<file path="config.mk">
export PLATFORM = sky130hd
export DESIGN_NAME = branch_predictor
export DESIGN_NICKNAME = d
export VERILOG_FILES = /design/src/rtl/bp_pkg.sv /design/src/rtl/bp_btb.sv /design/src/rtl/branch_predictor.sv
export SDC_FILE = /design/constraint.sdc
export NUM_CORES = 1
export LEC_CHECK = 0
export ABC_AREA = 1
export CORE_ASPECT_RATIO = 1.75
export CORE_MARGIN = 1.5
export CORE_UTILIZATION = 55
export CTS_BUF_LIST = sky130_fd_sc_hd__clkbuf_8
export CTS_CLUSTER_DIAMETER = 40
export DETAILED_ROUTE_END_ITERATION = 6
export PLACE_DENSITY = 0.93
export SKIP_LAST_GASP = 1
export SYNTH_ARGS = -nofsm -noshare
export SYNTH_HDL_FRONTEND = slang
export SYNTH_SLANG_ARGS = --single-unit
</file>
<file path="constraint.sdc">
create_clock -name clk_i -period 5.25 [get_ports clk_i]
set_input_delay 1.3125 -clock clk_i [delete_from_list [all_inputs] [get_ports clk_i]]
set_output_delay 1.3125 -clock clk_i [all_outputs]
set_load 0.01 [all_outputs]
</file>
<file path="src/rtl/bp_pkg.sv">
// Shared definitions for the branch predictor: counter init value, index/tag width
// helpers and the saturating-counter update used by both lookup and training paths.
package bp_pkg;

  typedef enum logic [1:0] {
    CNT_SNT = 2'd0,
    CNT_WNT = 2'd1,
    CNT_WT  = 2'd2,
    CNT_ST  = 2'd3
  } cnt2_e;

  function automatic int cnt_init_f(input int cnt_w);
    return (1 << (cnt_w - 1)) - 1;
  endfunction

  localparam int CNT_W_DEF = 2;
  localparam int CNT_INIT  = cnt_init_f(CNT_W_DEF);

  function automatic int idx_w_f(input int entries);
    return $clog2(entries);
  endfunction

  // Tag covers everything above the index and the two word-offset bits.
  function automatic int tag_w_f(input int pc_w, input int entries);
    return pc_w - $clog2(entries) - 2;
  endfunction

  function automatic logic [31:0] sat_next_f(input logic [31:0] cnt, input logic taken,
                                             input int cnt_w);
    logic [31:0] c_max;
    c_max = (32'd1 << cnt_w) - 32'd1;
    if (taken) begin
      return (cnt >= c_max) ? c_max : cnt + 32'd1;
    end
    return (cnt == 32'd0) ? 32'd0 : cnt - 32'd1;
  endfunction

endpackage

</file>
<file path="src/rtl/bp_btb.sv">
// Direct-mapped branch target buffer: valid/tag/target per entry, filled only by
// taken branches. Target output is forced to zero on a miss.
module bp_btb
  import bp_pkg::*;
#(
  parameter int PC_W    = 32,
  parameter int ENTRIES = 64
) (
  input  logic            clk_i,
  input  logic            rst_i,
  input  logic            clr_i,
  input  logic [PC_W-1:0] lk_pc_i,
  output logic            hit_o,
  output logic [PC_W-1:0] target_o,
  input  logic            wr_en_i,
  input  logic [PC_W-1:0] wr_pc_i,
  input  logic [PC_W-1:0] wr_target_i
);

  localparam int IDX_W = idx_w_f(ENTRIES);
  localparam int TAG_W = tag_w_f(PC_W, ENTRIES);

  logic [ENTRIES-1:0] r_valid;
  logic [TAG_W-1:0]   r_tag    [ENTRIES];
  logic [PC_W-1:0]    r_target [ENTRIES];

  logic [IDX_W-1:0] w_lk_idx;
  logic [IDX_W-1:0] w_wr_idx;
  logic [TAG_W-1:0] w_lk_tag;
  logic [TAG_W-1:0] w_wr_tag;
  logic             w_unused;

  assign w_lk_idx = lk_pc_i[IDX_W+1:2];
  assign w_lk_tag = lk_pc_i[PC_W-1:IDX_W+2];
  assign w_wr_idx = wr_pc_i[IDX_W+1:2];
  assign w_wr_tag = wr_pc_i[PC_W-1:IDX_W+2];
  assign w_unused = ^{lk_pc_i[1:0], wr_pc_i[1:0]};

  always_ff @(posedge clk_i or negedge rst_i) begin
    if (!rst_i) begin
      r_valid <= '0;
    end else if (clr_i) begin
      r_valid <= '0;
    end else if (wr_en_i) begin
      r_valid[w_wr_idx] <= 1'b1;
    end
  end

  // Payload needs no reset: an entry is only trusted once its valid bit is set.
  always_ff @(posedge clk_i) begin
    if (wr_en_i && !clr_i) begin
      r_tag[w_wr_idx]    <= w_wr_tag;
      r_target[w_wr_idx] <= wr_target_i;
    end
  end

  assign hit_o    = r_valid[w_lk_idx] && (r_tag[w_lk_idx] == w_lk_tag);
  assign target_o = hit_o ? r_target[w_lk_idx] : '0;

endmodule

</file>
<file path="src/rtl/branch_predictor.sv">
// Bimodal/gshare direction predictor with an optional BTB, enabled by defining
// BRANCH_PREDICTOR_BTB_EN. Lookup is combinational; training happens on clk_i.
module branch_predictor
  import bp_pkg::*;
#(
  parameter int PC_W    = 32,
  parameter int ENTRIES = 64,
  parameter int CNT_W   = 2,
  parameter int HIST_W  = 0
) (
  input  logic            clk_i,
  input  logic            rst_i,
  input  logic [PC_W-1:0] pc_i,
  output logic            pred_taken_o,
  output logic            pred_hit_o,
  output logic [PC_W-1:0] pred_target_o,
  input  logic            upd_valid_i,
  input  logic [PC_W-1:0] upd_pc_i,
  input  logic            upd_taken_i,
  input  logic [PC_W-1:0] upd_target_i,
  input  logic            clr_i
);

  localparam int               IDX_W      = idx_w_f(ENTRIES);
  localparam logic [CNT_W-1:0] CNT_INIT_V = CNT_W'(cnt_init_f(CNT_W));

  logic [CNT_W-1:0] r_cnt [ENTRIES];
  logic [IDX_W-1:0] w_ghr_ext;
  logic [IDX_W-1:0] w_lk_idx;
  logic [IDX_W-1:0] w_upd_idx;
  logic [CNT_W-1:0] w_lk_cnt;
  logic [CNT_W-1:0] w_upd_cnt_next;

  generate
    if (HIST_W > 0) begin : g_gshare
      logic [HIST_W-1:0] r_ghr;
      // History only advances on resolved branches, never on lookups.
      always_ff @(posedge clk_i or negedge rst_i) begin
        if (!rst_i) begin
          r_ghr <= '0;
        end else if (clr_i) begin
          r_ghr <= '0;
        end else if (upd_valid_i) begin
          r_ghr <= HIST_W'({r_ghr, upd_taken_i});
        end
      end
      assign w_ghr_ext = IDX_W'(r_ghr);
    end else begin : g_bimodal
      assign w_ghr_ext = '0;
    end
  endgenerate

  assign w_lk_idx       = pc_i[IDX_W+1:2] ^ w_ghr_ext;
  assign w_upd_idx      = upd_pc_i[IDX_W+1:2] ^ w_ghr_ext;
  assign w_lk_cnt       = r_cnt[w_lk_idx];
  assign w_upd_cnt_next = CNT_W'(sat_next_f(32'(r_cnt[w_upd_idx]), upd_taken_i, CNT_W));

  always_ff @(posedge clk_i or negedge rst_i) begin
    if (!rst_i) begin
      for (int i = 0; i < ENTRIES; i++) r_cnt[i] <= CNT_INIT_V;
    end else if (clr_i) begin
      for (int i = 0; i < ENTRIES; i++) r_cnt[i] <= CNT_INIT_V;
    end else if (upd_valid_i) begin
      r_cnt[w_upd_idx] <= w_upd_cnt_next;
    end
  end

`ifdef BRANCH_PREDICTOR_BTB_EN
  logic            w_hit;
  logic [PC_W-1:0] w_target;

  bp_btb #(
    .PC_W    (PC_W),
    .ENTRIES (ENTRIES)
  ) u_btb (
    .clk_i       (clk_i),
    .rst_i       (rst_i),
    .clr_i       (clr_i),
    .lk_pc_i     (pc_i),
    .hit_o       (w_hit),
    .target_o    (w_target),
    .wr_en_i     (upd_valid_i & upd_taken_i),
    .wr_pc_i     (upd_pc_i),
    .wr_target_i (upd_target_i)
  );

  assign pred_taken_o  = w_lk_cnt[CNT_W-1] & w_hit;
  assign pred_hit_o    = w_hit;
  assign pred_target_o = w_target;
`else
  logic w_unused;
  assign w_unused = ^{pc_i[1:0], pc_i[PC_W-1:IDX_W+2], upd_pc_i[1:0],
                      upd_pc_i[PC_W-1:IDX_W+2], upd_target_i};

  assign pred_taken_o  = w_lk_cnt[CNT_W-1];
  assign pred_hit_o    = 1'b0;
  assign pred_target_o = '0;
`endif

endmodule

</file>
==> flow_summary.ini <==
[run_status]
outcome = complete, but fails checks
violations = DRC

[timing]
rsz0062_at_grt = false
drv_slew = 0
setup_viol = 0
fmax_mhz = 200.7
hold_viol = 0
fin_setup_tns_ps = 0
hold-worst-slack_ps = 492.5
min_period_over_period = 0.9491
period_minus_slack_ps = 4983
worstMarginPinSlew_ps = 1151
maxSlewHeadroom = 0.2328
finClkSkew_ps = 15.26

[detailed_routing]
drc = 1
dr_wl_met2_um = 11280
first_pass_iters = 7
postRouteAntennaNets = 0
vias = 8378
viasPerCell = 5.802
initialDrtViolationCount = 1062
wl_um = 24100
met3_wirelength_um = 2328
routed.top_layer = met4
avgRoutedWirePerCell_um = 16.69
wl_met1_um = 8265

[synthesis]
synth.avg_cell_area_um2 = 6.573
synth.area.top_cells = dfstp_2 (20%), dfrtp_1 (19%), nand2_1 (16%)
synthMuxAreaShare = 0
synth_xor_area_frac = 0
synth_top_family_by_area = simple AND/OR/NAND/NOR gates
synth_area_um2 = 8249
yosys.area_share.simple = 0.3238
yosysSeqAreaShare = 0.3980
yosysMostFrequentCell = nand2_1
synth-async-reset-ratio = 1.000
ys.flop_type = dfstp_2
synth_common_cells = nand2_1 (342), nor2_1 (173), inv_1 (157)
synth_top_area_cell = dfstp_2
synth-compound-area-share = 0.1344
synthAdderAreaFrac = 0
synthCells = 1255
synth_top_area_share = 0.2039
ys_seq_elements = 128
synth_edf_count = 0
synth_cell_types = 28
yosys_warnings = 0

[clock_tree]
post_cts_resized = 0
clockBufferDepth = 2
cts_buffers = 17
cts_tree = built
post_cts_buffers = 0
cts_max_level = 4
root_buffer = clkbuf_8
postCtsHoldBufs = 0
path_clk_slew_ps = 80
clk_latency_ps = 460
cts_sinks = 128

[cells_and_area]
nets = 1349
regMostFlops = r_cnt
n_antenna_cell = 0
drive_above_1_share = 0.1071
utilization = 0.5903
area.growth.synth_to_final_pct = 5.658
largest_register_ff_count = 128
reg.largest.list = r_cnt (128)
fillCellCount = 1338

[floorplanning]
start_util = 0.5587
die_area_um2 = 15770
coreArea_um2 = 14760
die_y_um = 165.0
rows = 59
die_w_um = 95.58
io-pin-count = 135

[pwr]
max-vdd-ir-drop_mv = 0.1654
powerDensity_nw_per_um2 = 242.6
leakagePower_nw = 4.412

[run]
drv_cap = 0

[global_routing]
antenna_found_initial = 0
overflow = 0
grt_pass1_vias = 7814
grt_max_degree = 92
track_usage = 0.3198
grt_pass1_wl_um = 38210

[setup_path]
critPathMaxFanout = 8
endpoint_kind = primary output
arrival_ps = 3670
crit_path_start_kind = primary input
worst_ep_required_time_ps = 3940
crit_type = primary input to primary output

[place]
portBuffers = 17
gp_congestion = 1.048
hpwl_um = 15570

[hold_path]
holdCritPathClass = register to register
-- area by class of cell --
type | instances | area (µm²) | area share
multi-input cells | 902 | 3904 | 0.4479
clock buffers | 17 | 234.0 | 0.02684
flip-flops and latches | 128 | 3283 | 0.3767
well taps | 183 | 229.0 | 0.02627
inverters | 162 | 608.1 | 0.06977
clock inverters | 15 | 135.1 | 0.01550
repair buffers | 37 | 322.8 | 0.03704
-- worst paths after layout --
kind                            from            to  slack [ps]  depth (start not counted)
setup / recovery             pc_i[3]  pred_taken_o         270                         11
min in group asynchronous      rst_i    r_cnt[101]        1000                          1
hold reg to reg            r_cnt[45]     r_cnt[45]         490                          2
max in group asynchronous      rst_i     r_cnt[48]        3220                          2
setup reg to reg           r_cnt[47]     r_cnt[38]        2960                         12
hold / removal             r_cnt[45]     r_cnt[45]         490                          2
-- metrics by stage --
stage               cells  total power [mW]  cell area, µm²  worst slack [ps]
floorplan            1287             1.227            8369              1477
global placement     1412             1.309            8347             458.3
detailed placement   1412             1.313            8347             408.6
CTS                  1444             2.103            8716             359.8
global route         1444             2.181            8716             209.3
finish               1444             2.114            8716             267.1
-- metal layers --
layer / track usage / vias up
met1: 0.3592 / 3787
met4: 0.2747 / 0
met3: 0.06952 / 169
met2: 0.5026 / 553
met5: 0 / -
li1: - / 3869
-- critical path: stages --
cell	delay, ps
clkdlybuf4s50_1	560
inv_1	310
o21ai_0	150
o22ai_1	260
nand2_1	90
nand2_1	70
a21oi_1	60
o21ai_0	110
nand3b_1	110
nand2_1	100
clkdlybuf4s50_1	540
-- report_power, final --
part | leakage (nW) | total (mW) | switching [mW] | internal (mW)
clock | 0.187 | 0.808 | 0.430 | 0.378
combinational | 2.66 | 0.307 | 0.239 | 0.0680
sequential | 1.57 | 0.999 | 0.00337 | 0.996
total | 4.41 | 2.11 | 0.673 | 1.44
-- cell families (layout without fill, tap and decap cells) --
family,after synthesis,after routing
AND/OR/NAND/NOR,656,656
buffers and inverters,257,231
flip-flops,128,128
other,1,33
AO/OA/AOI/OAI,213,213
-- placed cells by master, fill, tap and decap left out, types with 2 or more instances in the layout --
cell | synthesis | layout
a21oi_1 | 80 | 80
buf_4 | 41 | 21
clkbuf_8 | 0 | 17
clkdlybuf4s50_1 | 0 | 14
clkinv_2 | 0 | 4
clkinv_4 | 0 | 4
clkinvlp_4 | 0 | 2
conb_1 | 1 | 33
dfrtp_1 | 64 | 64
dfstp_2 | 64 | 64
inv_1 | 157 | 156
inv_2 | 4 | 5
inv_6 | 0 | 4
nand2_1 | 342 | 342
nand3_1 | 106 | 106
nand4_1 | 2 | 2
nor2_1 | 173 | 173
nor2_2 | 2 | 2
nor3_1 | 14 | 14
nor4_1 | 4 | 4
o211ai_1 | 12 | 12
o21ai_0 | 50 | 50
o21ai_1 | 63 | 63
o22ai_1 | 7 | 7
or2_1 | 3 | 3
or2_2 | 7 | 7
No activity file was read; power rests on OpenSTA's default activity.
